===== src/rtl/pipe_stage_reg.sv =====
// Two-entry valid/ready pipeline stage: a main register feeding out_data and a
// skid register that absorbs one extra beat while downstream stalls.
module pipe_stage_reg #(
  parameter int unsigned       WIDTH       = 32,
  parameter logic [WIDTH-1:0]  RESET_VALUE = '0
) (
  input  logic             clk,
  input  logic             rst_n,
  input  logic             in_valid,
  output logic             in_ready,
  input  logic [WIDTH-1:0] in_data,
  output logic             out_valid,
  input  logic             out_ready,
  output logic [WIDTH-1:0] out_data,
  input  logic             flush,
  output logic [1:0]       count
);

  typedef enum logic [1:0] {
    EMPTY = 2'd0,
    HALF  = 2'd1,
    FULL  = 2'd2
  } state_t;

  state_t           state_q, state_d;
  logic [WIDTH-1:0] main_q, main_d;
  logic [WIDTH-1:0] skid_q, skid_d;
  logic             accept;
  logic             take;

  // Handshake flags come only from the state register, so out_ready never
  // reaches in_ready combinationally.
  assign out_valid = (state_q != EMPTY);
  assign in_ready  = (state_q != FULL);
  assign count     = state_q;
  assign out_data  = main_q;

  assign accept = in_valid & in_ready;
  assign take   = out_valid & out_ready;

  always_comb begin
    state_d = state_q;
    main_d  = main_q;
    skid_d  = skid_q;
    if (flush) begin
      state_d = EMPTY;
    end else begin
      case (state_q)
        EMPTY: begin
          if (accept) begin
            state_d = HALF;
            main_d  = in_data;
          end
        end
        HALF: begin
          if (accept && take) begin
            main_d = in_data;
          end else if (accept) begin
            state_d = FULL;
            skid_d  = in_data;
          end else if (take) begin
            state_d = EMPTY;
          end
        end
        FULL: begin
          // Skid entry is always the younger one; it moves up on a take.
          if (take) begin
            state_d = HALF;
            main_d  = skid_q;
          end
        end
        default: state_d = EMPTY;
      endcase
    end
  end

  always_ff @(posedge clk or negedge rst_n) begin
    if (!rst_n) begin
      state_q <= EMPTY;
      main_q  <= RESET_VALUE;
      skid_q  <= RESET_VALUE;
    end else begin
      state_q <= state_d;
      main_q  <= main_d;
      skid_q  <= skid_d;
    end
  end

endmodule

===== config.mk =====
export PLATFORM = sky130hd
export DESIGN_NAME = pipe_stage_reg
export DESIGN_NICKNAME = d
export VERILOG_FILES = /design/src/rtl/pipe_stage_reg.sv
export SDC_FILE = /design/constraint.sdc
export NUM_CORES = 1
export LEC_CHECK = 0
export BUFFER_PORTS_ARGS = -buffer_cell sky130_fd_sc_hd__buf_2
export CAP_MARGIN = 20
export CELL_PAD_IN_SITES_DETAIL_PLACEMENT = 0
export CELL_PAD_IN_SITES_GLOBAL_PLACEMENT = 1
export CORE_ASPECT_RATIO = 1.2
export CORE_MARGIN = 1.5
export CORE_UTILIZATION = 43
export DETAILED_ROUTE_END_ITERATION = 7
export PLACE_DENSITY_LB_ADDON = 0.1
export SYNTH_ARGS = -nofsm -noshare
export SYNTH_HDL_FRONTEND = slang
export SYNTH_SLANG_ARGS = --single-unit

===== constraint.sdc =====
create_clock -name clk -period 2 [get_ports clk]
set_clock_uncertainty 0.1 [all_clocks]
set_input_delay 0.2 -clock clk [delete_from_list [all_inputs] [get_ports clk]]
set_output_delay 0.2 -clock clk [all_outputs]
set_load 0.1 [all_outputs]

==> metrics.log <==
INFO  metric post_synth_net_total = 225
INFO  metric die_h = 94.6 um
INFO  metric grt_first_pass_wirelength = 8.96 mm
INFO  metric synth_warnings = 0
INFO  metric syn-mean-instance-area = 16.0 sq um
INFO  metric portion_of_the_post_synthesis_area_used_by_sequential_elements = 54.9%
INFO  metric critPathSlowestCell = sky130_fd_sc_hd__dfrtp_4
INFO  metric instances_no_fill = 380
INFO  metric grt_pass1_vias = 1859
INFO  metric tritoncts = built
INFO  metric timing.final.crit_period = between 1.5 and 2 ns
INFO  metric viasPerCell = 4.94
INFO  metric routed-via-count = 1878
INFO  metric ios = 73
INFO  metric routed_wirelength = 5.64 mm
INFO  metric floorplan.die.width = 79.4 um
INFO  metric initial_core_util = approximately 44%
INFO  metric criticalPathCategory = register to output port
INFO  metric holdPathStages = 2
INFO  metric crit_path_cell_trace = nor2b_4 -> buf_12 -> clkinvlp_4 -> buf_2
INFO  metric report.final.setup_viol = 0
INFO  metric grt_max_degree = 67
INFO  metric max_freq = a little over 500 MHz
INFO  metric tightestPinTransition = 0.500 ns
INFO  metric hold_viol_final = 0
INFO  metric cts_root_buf = sky130_fd_sc_hd__clkbuf_8
INFO  metric timing.critical_path.slowest_cell_delay = 0.51 ns
INFO  metric drt.antenna.violating_nets = 0
INFO  metric post_cts_setup_buffers = 0
INFO  metric number_of_antenna_violations_at_the_first_check_in_global_routing = 0
INFO  metric synth_ff_type = sky130_fd_sc_hd__dfrtp_1
INFO  metric detailed_routing_iterations_pass_1 = 3
INFO  metric gp_congestion = a little under 0.8
INFO  metric worstRegToRegCells = 4
INFO  metric holdCritStartpoint = in_data[27]
INFO  metric path_clk_slew = about 0.07 ns
INFO  metric grt_util_all_layers = 16.1%
INFO  metric clock_insertion_delay_worst_skew = between 0.3 and 0.4 ns
INFO  metric run_status = finished clean
INFO  metric number_of_buffers_created_by_cts = 9
INFO  metric worst_path_dominant_cell_family = buffers and inverters
INFO  metric pwr_density_cell = 1210 mW/mm^2
INFO  metric buffer_ports.inserted = 72
INFO  metric place.detailed.instances = about 340
INFO  metric p_leak = 1.76 nW
INFO  metric critical_path_depth = 4
INFO  metric drc_errors = 0
INFO  metric number_of_core_rows = 33
INFO  metric die_area = 0.00751 sq mm
INFO  metric rsz0062_at_grt = no
INFO  metric report.final.slew_viol_count = 0
INFO  metric finalCritPeriodShare = 96.7%
INFO  metric worst_r2r_endpoint = skid_q[2]$_DFFE_PN0P_
INFO  metric detailedRoute.firstIterationViolations = 35
INFO  metric design_power_total = 4.74 mW
INFO  metric setup.worst_path.end_class = output port
INFO  metric worst_ep_required_time = 1.70 ns
INFO  metric critical_path.max_fanout = 21
INFO  metric ys_async_sr_fraction = 100%
INFO  metric layout-drive-gt1-share = 63.8%
INFO  metric path_buf_inv = 3
INFO  metric worst_slack = roughly 0.066 ns
INFO  metric timing.rr.start = count[1]$_DFFE_PN0P_
INFO  metric worstHoldPathType = input pin to register
INFO  metric worst-endpoint-arrival = 1.63 ns
INFO  metric syn-cell-area = 0.00301 sq mm
INFO  metric dp.final_hpwl = 3.63 mm
INFO  metric timing.reg2reg.setup_slack = 0.19 ns
INFO  metric wl_per_cell = 14.8 um
INFO  metric cap_violations = 0
INFO  metric worst_setup_path_start_kind = register
INFO  metric fp.coreArea = 0.00681 sq mm
INFO  metric antenna_cells_inserted = 0
INFO  metric numClockSinks = 66
INFO  metric post-route-util = 57.3%
INFO  metric cts_max_path_buffers = 2
INFO  metric fin_nets = 326
INFO  metric yosys.cell_types.count = 20
INFO  metric overflow = 0
INFO  metric timing.hold.worst_endpoint = skid_q[27]$_DFFE_PN0P_
INFO  metric layout-area-overhead-vs-synth = 29.7%
INFO  metric synth_seq_cells = 66
INFO  metric timing.slew.headroom = 66.9%
INFO  metric setup_slack_at_placement = 0.212 ns
INFO  metric vdd_drop_max = 0.589 mV
INFO  metric synth_edf_count = 0
INFO  metric setup_total_negative_slack = 0 ns
INFO  metric synth_cells = 188
INFO  metric htreeDepth = 3
-- report_power, final --
part	leakage [nW]	switching, mW	total [mW]	internal [mW]
Clock	0.106	0.476	1.20	0.729
Combinational	0.865	1.27	1.73	0.458
Sequential	0.793	0.152	1.81	1.66
Total	1.76	1.90	4.74	2.84
-- cell usage after synthesis (2+ instances only) --
| library cell | count | area, sq um |
|---|---|---|
| sky130_fd_sc_hd__mux2_4 | 8 | 120 |
| sky130_fd_sc_hd__dfrtp_1 | 66 | 1650 |
| sky130_fd_sc_hd__buf_6 | 7 | 78.8 |
| sky130_fd_sc_hd__a21oi_1 | 2 | 10.0 |
| sky130_fd_sc_hd__mux2_2 | 77 | 867 |
| sky130_fd_sc_hd__nor2b_2 | 2 | 17.5 |
| sky130_fd_sc_hd__buf_8 | 3 | 45.0 |
| sky130_fd_sc_hd__mux2_1 | 11 | 124 |
-- layout make-up --
class	instances	area, sq um
Fill cell	579	2910
Sequential cell	66	1660
Multi-Input combinational cell	111	1230
Timing Repair Buffer	100	686
Clock buffer	12	145
Tap cell	87	109
Clock inverter	3	65.1
Inverter	1	7.51
-- cells by family (layout without fill, tap and decap cells) --
group / Yosys count / after routing / share of synthesized area, %
AOI/OAI and AO/OA: 5 / 5 / 1.46
muxes: 96 / 96 / 36.9
buffers and inverters: 11 / 116 / 4.24
and+or+nand+nor: 10 / 10 / 2.50
DFF: 66 / 66 / 54.9
-- worst register-to-register path, stage by stage (launching register included) --
cell	delay, ns
sky130_fd_sc_hd__dfrtp_4	0.51
sky130_fd_sc_hd__nor2b_2	0.20
sky130_fd_sc_hd__nor3b_4	0.33
sky130_fd_sc_hd__buf_12	0.20
sky130_fd_sc_hd__mux2_1	0.34
-- what timing repair did --
item / in CTS / in global routing
hold buffers: 21 / 0
hold endpoints to repair: 86 / 0
gates resized for setup: 0 / 0
-- cells in the final DEF, fill, tap and decap left out --
cell type,count
sky130_fd_sc_hd__nor2_1,1
sky130_fd_sc_hd__or2_2,1
sky130_fd_sc_hd__nor2b_4,1
sky130_fd_sc_hd__nand2_1,1
sky130_fd_sc_hd__nand2_2,1
sky130_fd_sc_hd__o21a_1,1
sky130_fd_sc_hd__mux2_1,11
sky130_fd_sc_hd__clkinv_2,1
sky130_fd_sc_hd__o22a_2,1
sky130_fd_sc_hd__mux2_4,8
sky130_fd_sc_hd__buf_12,5
sky130_fd_sc_hd__nor3_1,1
sky130_fd_sc_hd__clkbuf_8,10
sky130_fd_sc_hd__clkinvlp_4,1
sky130_fd_sc_hd__bufinv_16,2
sky130_fd_sc_hd__mux2_2,77
sky130_fd_sc_hd__clkbuf_1,2
sky130_fd_sc_hd__dfrtp_1,64
sky130_fd_sc_hd__buf_2,72
sky130_fd_sc_hd__buf_4,2
sky130_fd_sc_hd__dfrtp_2,1
sky130_fd_sc_hd__a21oi_4,1
sky130_fd_sc_hd__dlygate4sd3_1,21
sky130_fd_sc_hd__nand3b_1,1
sky130_fd_sc_hd__nor2b_2,1
sky130_fd_sc_hd__a21oi_1,2
sky130_fd_sc_hd__dfrtp_4,1
sky130_fd_sc_hd__nand2b_1,1
sky130_fd_sc_hd__nor3b_4,1
-- per-layer routing --
layer  share of wire [%]  vias to the layer above  global-route usage [%]
met2                  50                       47                    26.6
met3                 3.8                       14                    3.29
met5                   0                        -                       0
li1                    -                      877                       -
met1                  44                      940                    18.9
met4                 2.9                        0                    10.2
-- worst max-delay path by stage --
stage                          endpoint                 start
2_1_floorplan     skid_q[3]$_DFFE_PN0P_  count[0]$_DFFE_PN0P_
3_3_place_gp     skid_q[26]$_DFFE_PN0P_  count[1]$_DFFE_PN0P_
3_5_place_dp   out_data[18]$_DFFE_PN0P_  count[1]$_DFFE_PN0P_
4_1_cts                        in_ready  count[1]$_DFFE_PN0P_
5_1_grt                        in_ready  count[1]$_DFFE_PN0P_
6_report                       in_ready  count[1]$_DFFE_PN0P_
-- registers in the layout (all words and copies together) (netlist names) --
| name | cells |
|---|---|
| count | 2 |
| out_data | 32 |
| skid_q | 32 |
-- metrics by stage --
step                      cell area, sq um  hold slack [ns]
after floorplan                       3020           -0.196
after global placement                3480            0.153
after detailed placement              3480            0.150
after CTS                             3900        0.0000487
after global routing                  3900          0.00925
final                                 3900           0.0169
Power figures use the tool's default switching activity.
